**config.mk**
```make
export PLATFORM = sky130hd
export DESIGN_NAME = uart_tx_fifo_flat
export DESIGN_NICKNAME = d
export VERILOG_FILES = /design/src/rtl/uart_pkg.sv /design/src/rtl/uart_tx_fifo_if.sv /design/src/rtl/uart_sync_fifo.sv /design/src/rtl/uart_tx_fifo.sv /design/src/flat_wrapper.sv
export SDC_FILE = /design/constraint.sdc
export NUM_CORES = 1
export LEC_CHECK = 0
export CORE_MARGIN = 5
export CORE_UTILIZATION = 61
export DETAILED_ROUTE_END_ITERATION = 6
export PLACE_DENSITY = 0.79
export SKIP_CTS_REPAIR_TIMING = 1
export SYNTH_ARGS = -nofsm -noshare
export SYNTH_HDL_FRONTEND = slang
export SYNTH_HIERARCHICAL = 1
export SYNTH_SLANG_ARGS = --single-unit
```
**constraint.sdc**
```tcl
create_clock -name clk -period 3.7 [get_ports clk]
set_input_delay 0.37 -clock clk [delete_from_list [all_inputs] [get_ports clk]]
set_output_delay 0.37 -clock clk [all_outputs]
set_load 0.01 [all_outputs]
```
**src/rtl/uart_pkg.sv**
```systemverilog
// Shared types and constants for the buffered UART transmitter.
// Filter bounds are used only when UART_TX_FILTER_EN is defined.
package uart_pkg;

  typedef enum logic [1:0] {
    StIdle,
    StStart,
    StData,
    StStop
  } uart_state_e;

  localparam int unsigned UART_DATA_W = 8;

  localparam logic [UART_DATA_W-1:0] UART_PRINT_LO = 8'h21;
  localparam logic [UART_DATA_W-1:0] UART_PRINT_HI = 8'h7A;

  // Clock cycles per bit, rounded to nearest.
  function automatic int unsigned uart_div(input int unsigned clk_hz, input int unsigned baud);
    return (clk_hz + baud / 2) / baud;
  endfunction

endpackage

```
**src/rtl/uart_tx_fifo_if.sv**
```systemverilog
// Write-side and status signals of the buffered UART transmitter.
// master: the producer writing bytes; slave: the transmitter itself.
interface uart_tx_fifo_if
  import uart_pkg::*;
#(
  parameter int unsigned DEPTH = 16
);

  logic [UART_DATA_W-1:0] din;
  logic                   we;
  logic                   full;
  logic [$clog2(DEPTH):0] count;
  logic                   drop;
  logic                   busy;
  logic                   tx;

  modport master (
    output din,
    output we,
    input  full,
    input  count,
    input  drop,
    input  busy,
    input  tx
  );

  modport slave (
    input  din,
    input  we,
    output full,
    output count,
    output drop,
    output busy,
    output tx
  );

endinterface

```
**src/rtl/uart_sync_fifo.sv**
```systemverilog
// Synchronous DEPTH x 8 FIFO; pointers carry an extra wrap bit so full and
// empty fall out of a plain pointer compare. Push when full / pop when empty are ignored.
module uart_sync_fifo
  import uart_pkg::*;
#(
  parameter int unsigned DEPTH = 16
) (
  input  logic                   clk,
  input  logic                   rst_n,
  input  logic                   push,
  input  logic [UART_DATA_W-1:0] din,
  input  logic                   pop,
  output logic [UART_DATA_W-1:0] dout,
  output logic [$clog2(DEPTH):0] count,
  output logic                   full,
  output logic                   empty
);

  localparam int unsigned AW = $clog2(DEPTH);
  localparam logic [AW:0] FullCount = (AW + 1)'(DEPTH);

  logic [UART_DATA_W-1:0] mem_q [DEPTH];
  logic [AW:0]            wr_ptr_q;
  logic [AW:0]            rd_ptr_q;
  logic                   do_push;
  logic                   do_pop;

  assign count   = wr_ptr_q - rd_ptr_q;
  assign full    = (count == FullCount);
  assign empty   = (wr_ptr_q == rd_ptr_q);
  assign do_push = push & ~full;
  assign do_pop  = pop & ~empty;
  assign dout    = mem_q[rd_ptr_q[AW-1:0]];

  always_ff @(posedge clk or negedge rst_n) begin
    if (!rst_n) begin
      wr_ptr_q <= '0;
      rd_ptr_q <= '0;
    end else begin
      if (do_push) wr_ptr_q <= wr_ptr_q + 1'b1;
      if (do_pop)  rd_ptr_q <= rd_ptr_q + 1'b1;
    end
  end

  always_ff @(posedge clk) begin
    if (do_push) mem_q[wr_ptr_q[AW-1:0]] <= din;
  end

endmodule

```
**src/rtl/uart_tx_fifo.sv**
```systemverilog
// Buffered 8N1 UART transmitter: FIFO-queued bytes serialised LSB first on tx.
// Optional UART_TX_FILTER_EN stores only printable bytes 0x21..0x7A.
module uart_tx_fifo
  import uart_pkg::*;
#(
  parameter int unsigned CLK_HZ = 100_000_000,
  parameter int unsigned BAUD   = 9600,
  parameter int unsigned DEPTH  = 16
) (
  input  logic          clk,
  input  logic          rst_n,
  uart_tx_fifo_if.slave bus
);

  localparam int unsigned Div   = uart_div(CLK_HZ, BAUD);
  localparam int unsigned BaudW = (Div > 1) ? $clog2(Div) : 1;
  localparam logic [BaudW-1:0] BaudMax = BaudW'(Div - 1);

  uart_state_e            state_q;
  logic [BaudW-1:0]       baud_q;
  logic [2:0]             bit_idx_q;
  logic [UART_DATA_W-1:0] shift_q;
  logic                   tx_q;
  logic                   busy_q;
  logic                   drop_q;

  logic [UART_DATA_W-1:0] fifo_dout;
  logic                   fifo_empty;
  logic                   fifo_full;
  logic                   accept;
  logic                   push;
  logic                   pop;
  logic                   baud_end;

`ifdef UART_TX_FILTER_EN
  assign accept = (bus.din >= UART_PRINT_LO) && (bus.din <= UART_PRINT_HI);
`else
  assign accept = 1'b1;
`endif

  assign push     = bus.we & accept;
  assign baud_end = (baud_q == BaudMax);
  // Pop on leaving IDLE or at the end of STOP, i.e. on every entry into START.
  assign pop      = ~fifo_empty & ((state_q == StIdle) | ((state_q == StStop) & baud_end));

  uart_sync_fifo #(
    .DEPTH (DEPTH)
  ) u_fifo (
    .clk   (clk),
    .rst_n (rst_n),
    .push  (push),
    .din   (bus.din),
    .pop   (pop),
    .dout  (fifo_dout),
    .count (bus.count),
    .full  (fifo_full),
    .empty (fifo_empty)
  );

  always_ff @(posedge clk or negedge rst_n) begin
    if (!rst_n) begin
      drop_q <= 1'b0;
    end else begin
      // Filtered bytes are silently ignored, never reported as drops.
      drop_q <= push & fifo_full;
    end
  end

  always_ff @(posedge clk or negedge rst_n) begin
    if (!rst_n) begin
      state_q   <= StIdle;
      baud_q    <= '0;
      bit_idx_q <= '0;
      shift_q   <= '0;
      tx_q      <= 1'b1;
      busy_q    <= 1'b0;
    end else begin
      case (state_q)
        StIdle: begin
          tx_q <= 1'b1;
          if (!fifo_empty) begin
            shift_q <= fifo_dout;
            baud_q  <= '0;
            tx_q    <= 1'b0;
            busy_q  <= 1'b1;
            state_q <= StStart;
          end
        end
        StStart: begin
          if (baud_end) begin
            baud_q    <= '0;
            bit_idx_q <= '0;
            tx_q      <= shift_q[0];
            state_q   <= StData;
          end else begin
            baud_q <= baud_q + 1'b1;
          end
        end
        StData: begin
          if (baud_end) begin
            baud_q  <= '0;
            shift_q <= shift_q >> 1;
            if (bit_idx_q == 3'd7) begin
              tx_q    <= 1'b1;
              state_q <= StStop;
            end else begin
              bit_idx_q <= bit_idx_q + 1'b1;
              tx_q      <= shift_q[1];
            end
          end else begin
            baud_q <= baud_q + 1'b1;
          end
        end
        StStop: begin
          if (baud_end) begin
            baud_q <= '0;
            if (!fifo_empty) begin
              shift_q <= fifo_dout;
              tx_q    <= 1'b0;
              state_q <= StStart;
            end else begin
              busy_q  <= 1'b0;
              state_q <= StIdle;
            end
          end else begin
            baud_q <= baud_q + 1'b1;
          end
        end
        default: begin
          tx_q    <= 1'b1;
          busy_q  <= 1'b0;
          state_q <= StIdle;
        end
      endcase
    end
  end

  assign bus.full = fifo_full;
  assign bus.drop = drop_q;
  assign bus.busy = busy_q;
  assign bus.tx   = tx_q;

endmodule

```
**src/flat_wrapper.sv**
```systemverilog
// flat-port wrapper written by rule: the top's interface ports become plain ports
module uart_tx_fifo_flat import uart_pkg::*;
#(
  parameter int unsigned CLK_HZ = 100_000_000,
  parameter int unsigned BAUD   = 9600,
  parameter int unsigned DEPTH  = 16
)
  (clk, rst_n, bus_din, bus_we, bus_full, bus_count, bus_drop, bus_busy, bus_tx);
  uart_tx_fifo_if #(.DEPTH(DEPTH)) bus_i ();
  input  logic clk;
  input  logic rst_n;
  input wire logic [$bits(bus_i.din)-1:0] bus_din;
  input wire logic [$bits(bus_i.we)-1:0] bus_we;
  output wire logic [$bits(bus_i.full)-1:0] bus_full;
  output wire logic [$bits(bus_i.count)-1:0] bus_count;
  output wire logic [$bits(bus_i.drop)-1:0] bus_drop;
  output wire logic [$bits(bus_i.busy)-1:0] bus_busy;
  output wire logic [$bits(bus_i.tx)-1:0] bus_tx;
  assign bus_i.din = bus_din;
  assign bus_i.we = bus_we;
  assign bus_full = bus_i.full;
  assign bus_count = bus_i.count;
  assign bus_drop = bus_i.drop;
  assign bus_busy = bus_i.busy;
  assign bus_tx = bus_i.tx;
  uart_tx_fifo #(.CLK_HZ(CLK_HZ), .BAUD(BAUD), .DEPTH(DEPTH)) u_core (.clk(clk), .rst_n(rst_n), .bus(bus_i));
endmodule
```
* Yosys cells after proc, flatten, opt, wreduce, memory -nomap -nowiden
Memory sizes are Yosys's and may differ from the RTL's. Cells that the tools add are included. W data, S select, Z words.
Storage, ports and cells: memories 1, bits of input ports 11, output and inout bits 9, memory bits (writable) 128, bits in registers 40, word-level logic and storage cells 79
Cells by class: bitwise logic cells 8, reduce and logical (&&, ||, !) cells 10, add/subtract/negate cells 5, eq/ne operators 15, multiplexer cells 31
Memories:
- u_core.u_fifo.mem_q | words 16, width 8, rd ports 1, clocked after Yosys merged registers in 0, write ports 1, RTL line uart_sync_fifo.sv:22 | logic [UART_DATA_W-1:0] mem_q [DEPTH];
Operators with widths (number):
- $mux W14 | 2
- $pmux W14 S2 | 1
- $mux W8 | 3
- $pmux W8 S3 | 1
- $add A14 B1 Y14 const B | 1
- $eq A14 B14 Y1 const B | 1
- $mux W1 | 12
- $reduce_and A4 Y1 | 3
- $add A5 B1 Y5 const B | 2
- $mux W2 | 5
- $ne A2 B1 Y1 const B | 5
- $mux W3 | 3
- $pmux W2 S4 | 1
- $ne A2 B2 Y1 const B | 3
- $pmux W3 S2 | 1
- $and A1 B1 Y1 | 5
- $eq A5 B5 Y1 | 1
- $eq A5 B5 Y1 const B | 1
- $reduce_and A5 Y1 | 1
- $sub A5 B5 Y5 | 1
- $eq A2 B2 Y1 const B | 2
- $pmux W1 S4 | 1
- $reduce_bool A2 Y1 | 2
- $add A3 B1 Y3 const B | 1
- 9 further kinds | 10

* Logic depth before layout (Yosys ltp)
word-level depth 6, gate-level depth with buffers 10, gate-level depth less buffers 9

* Hierarchy
Netlist, hierarchy kept.
By module, submodules not included:
- uart_sync_fifo | cells each 262, seq. area each 4093.9 um2, area an instance 5606.6 um2, instances 1
- uart_tx_fifo | cells each 167, seq. area each 752.0 um2, area an instance 1771.7 um2, instances 1

* Worst setup path before layout
Ideal clock, no wire load.
path kind register to register, start point register u_core.u_fifo.rd_ptr_q[1], end point memory u_core.u_fifo.mem_q[11][0], enable pin, slack 325 ps, data required time 3315 ps, arrival time 2990 ps, cell stages (with the launch flop) 10, buffers on the path 2, cell sequence dfrtp_1 -> clkbuf_1 -> clkbuf_1 -> inv_1 -> fa_1 -> xor2_1 -> or3_1 -> a2111oi_4 -> nand3b_1 -> nor3b_1
On the way: longest elaborated chain between the ends 6
RTL lines:
- start: declaration | RTL line uart_sync_fifo.sv:24 | logic [AW:0] rd_ptr_q;
- start signal: assignment | RTL line uart_sync_fifo.sv:41 | if (do_pop) rd_ptr_q <= rd_ptr_q + 1'b1;
- $sub A5 B5 Y5 | RTL line uart_sync_fifo.sv:28 | assign count = wr_ptr_q - rd_ptr_q;
- via bus_count[2] | RTL line flat_wrapper.sv:15 | output wire logic [$bits(bus_i.count)-1:0] bus_count;
- $eq A5 B5 Y1 | RTL line uart_sync_fifo.sv:29 | assign full = (count == FullCount);
- via bus_full | RTL line flat_wrapper.sv:14 | output wire logic [$bits(bus_i.full)-1:0] bus_full;
- $not A1 Y1 | RTL line uart_sync_fifo.sv:31 | assign do_push = push & ~full;
- $and A1 B1 Y1 | RTL line uart_sync_fifo.sv:31
- $mux W1 | RTL line uart_sync_fifo.sv:46 | if (do_push) mem_q[wr_ptr_q[AW-1:0]] <= din;
- $mux W1 (implied by the code) | RTL line uart_sync_fifo.sv:46
- end: declaration | RTL line uart_sync_fifo.sv:22
The timed path passes the listed nets, and every way through them passes these cells.

* Worst setup path in the final report
start point register u_core.u_fifo.wr_ptr_q[0], end point output port bus_full
On the way: longest elaborated chain between the ends 2
RTL lines:
- start: declaration | RTL line uart_sync_fifo.sv:23 | logic [AW:0] wr_ptr_q;
- start signal: assignment | RTL line uart_sync_fifo.sv:40 | if (do_push) wr_ptr_q <= wr_ptr_q + 1'b1;
- $sub A5 B5 Y5 | RTL line uart_sync_fifo.sv:28
- $eq A5 B5 Y1 | RTL line uart_sync_fifo.sv:29
- end: declaration | RTL line flat_wrapper.sv:14
No other way between the ends.

==> reports/metrics.yaml <==
synth_cell_types: 55
wl_met2_microns: 7187
wirelength_met1_microns: 6070
wire_per_inst_microns: 23.46
crit_arrival_ns: 3.14
synth_ff_type: "edfxtp_1"
grt_max_degree: 41
io_buffers: 19
grt_pass1_wl_microns: 22790
setup_violations: 0
timing.hold.worst.class: "primary input to asynchronous set/reset pin"
powerDensity_nw_per_um2: 825.2
syn_to_final_growth_pct: 12.38
outcome: "complete, no violations"
final_hold_viol_count: 0
met3WireLength_microns: 857
vias_per_cell: 6.354
syn_inst: 429
instances_no_fill: 615
htree_levels: 4
ant_nets: 0
synthArstFlopShare: 0.2381
synth_top_area_share: 0.5209
gp_congestion: 0.8282
rrSetupSlack_ns: 0.26
worstSetupEndpointType: "output port"
p_leak_nw: 2.981
drt-total-wl_microns: 14430
clk_pin_slew_ns: 0.06
synthTopCellsByArea: "edfxtp_1, dfrtp_1, mux4_2"
vias: 3908
fin_crit_sh: 0.9488
max_cap_viol_count: 0
die_w_microns: 120.0
worst_skew_pair.late_latency_ns: 0.42
rsz0062_at_grt: "no"
grt_pass1_vias: 4029
tns_ns: 0
synth.avg_cell_area_sq_um: 17.20
synth_area_sq_um: 7378
layout.nets: 486
synth_seq_cells: 168
start_kind: "flip-flop"
drt_iter0_markers: 380
routed.top_layer: "met4"
grt-ovfl-total: 0
postLayoutCoreUtil: 0.6961
clock-root-buffer: "clkbuf_16"
finClkSkew_ns: 0.005849
fin_crit_ns: 3.511
tritoncts: "done"
r2r_start: "u_core/u_fifo/rd_ptr_q[2]"
clockBufferDepth: 2
relSlewSlack: 0.2178
std_cell_rows: 40
die-area_sq_um: 14400
reg2reg_to: "u_core/u_fifo/mem_q[4][1]"
required_ns: 3.33
ios: 20
yosysSeqAreaShare: 0.6568
dp_cells: 582
die_h_microns: 120.0
grt.total_usage: 0.2170
synth_edf_count: 128
cts_buffers: 17
yosysTopAreaCell: "edfxtp_1"
start_util: 0.6194
synth_nets: 459
rr_worst_depth: 9
fmax_mhz: 284.9
antenna_cells: 0
ir_drop_v: 0.0004324
drive_gt1_frac: 0.2308
cts_num_sinks: 168
antenna_found_initial: 0
finalPower_mw: 6.842
worstSetupPathType: "flip-flop to output port"
dr.pass1.iters: 5
core_area_sq_um: 11910
tightest_slew_ns: 1.164
yosysWarningCount: 6
drv_slew: 0
dp_hpwl_microns: 9180
cp_max_fo: 5
drc_errors: 0
## flip-flops by register name, indices dropped and copies added, names as in the netlist
name / cells
u_core/u_fifo/wr_ptr_q: 5
u_core/bus.tx: 1
u_core/u_fifo/rd_ptr_q: 5
u_core/bus.busy: 1
u_core/bit_idx_q: 3
u_core/state_q: 2
u_core/shift_q: 8
u_core/baud_q: 14
u_core/u_fifo/mem_q: 128
u_core/bus.drop: 1
## how the worst max path moves through the flow
stage / from / to / slack, ns / cells after the start
after global routing: u_core/u_fifo/wr_ptr_q[0] / bus_full / 0.05 / 9
final: u_core/u_fifo/wr_ptr_q[0] / bus_full / 0.19 / 9
after floorplan: u_core/u_fifo/rd_ptr_q[1] / u_core/u_fifo/mem_q[11][0] / 0.32 / 9
after detailed placement: u_core/u_fifo/rd_ptr_q[2] / u_core/u_fifo/mem_q[11][2] / 0.19 / 7
after global placement: u_core/u_fifo/rd_ptr_q[2] / u_core/u_fifo/mem_q[11][3] / 0.38 / 7
after CTS: u_core/u_fifo/wr_ptr_q[0] / bus_full / -0.002 / 9
## logic make-up (layout without fill, tap and decap cells)
family,after synthesis,count (layout),synth area share
AO/OA/AOI/OAI,38,38,0.03629
XOR/XNOR,18,18,0.02239
adder cells (fa/ha/maj),19,19,0.03324
buffers and inverters,32,71,0.02120
flip-flops,168,168,0.6568
multiplexers,57,57,0.1526
AND/OR/NAND/NOR,97,97,0.07750
## per-layer routing
| layer | vias to the layer above | GRT usage |
|---|---|---|
| met5 | - | 0 |
| met4 | 0 | 0.07516 |
| met3 | 29 | 0.06456 |
| met2 | 140 | 0.3467 |
| met1 | 1989 | 0.2870 |
| li1 | 1750 | - |
## placed cells by master, fill, tap and decap left out, drive strengths merged, types with 2 or more instances in the layout
master / count
clkbuf: 18
dfrtp: 39
mux2: 17
and2: 5
clkinv: 5
or4b: 2
ha: 18
o31ai: 2
o21ai: 11
inv: 21
a21oi: 10
clkdlybuf4s50: 18
nand4: 9
nor2: 17
nand3b: 2
xnor2: 9
nor4: 4
and3: 14
buf: 6
nand2: 12
nor2b: 5
xor2: 9
o311ai: 3
bufinv: 3
or4: 3
mux4: 40
or3: 6
nor3: 5
nand3: 7
edfxtp: 128
## cells in the mapped netlist, types with 3 or more instances
cell type	number
a21oi_1	10
and2_1	5
and3_1	14
buf_2	5
buf_6	4
clkbuf_1	7
dfrtp_1	39
edfxtp_1	128
ha_1	18
inv_1	15
mux2_2	8
mux2_4	9
mux4_2	40
nand2_1	12
nand3_1	7
nand4_1	9
nor2_1	17
nor2b_1	4
nor3_1	5
nor4_1	3
o21ai_0	11
o311ai_1	3
or3_1	5
xnor2_1	8
xor2_1	9
## where the power goes
part / switching, mW / internal [mW] / total (mW)
combinational: 1.22 / 1.27 / 2.49
sequential: 0.202 / 2.35 / 2.55
clock: 0.735 / 1.07 / 1.80
total: 2.16 / 4.69 / 6.84
## per-stage QoR
| stage | setup slack (ns) | area (sq um) | hold WS [ns] |
|---|---|---|---|
| after global routing | 0.05020 | 8292 | 0.1742 |
| after detailed placement | 0.1900 | 7675 | 0.4867 |
| after CTS | -0.001640 | 8272 | 0.1102 |
| final | 0.1894 | 8292 | 0.08794 |
| after floorplan | 0.3247 | 7378 | 0.07441 |
| after global placement | 0.3841 | 7675 | 0.4876 |
## critical path, cell delays in order (launching register included)
cell	delay, ns
dfrtp_1	0.42
inv_2	0.08
ha_1	0.15
inv_1	0.06
fa_1	0.40
xor2_1	0.18
or3_1	0.36
a2111oi_4	0.35
buf_4	0.19
clkdlybuf4s50_1	0.53
## final cells by class
class / count / area, sq um
Inverter: 16 / 60.06
Sequential cell: 168 / 4847
Multi-Input combinational cell: 229 / 2381
Clock inverter: 13 / 167.7
Tap cell: 147 / 183.9
Clock buffer: 18 / 429.2
Fill cell: 752 / 3620
Timing Repair Buffer: 24 / 222.7
(Power assumes the default switching activity.)
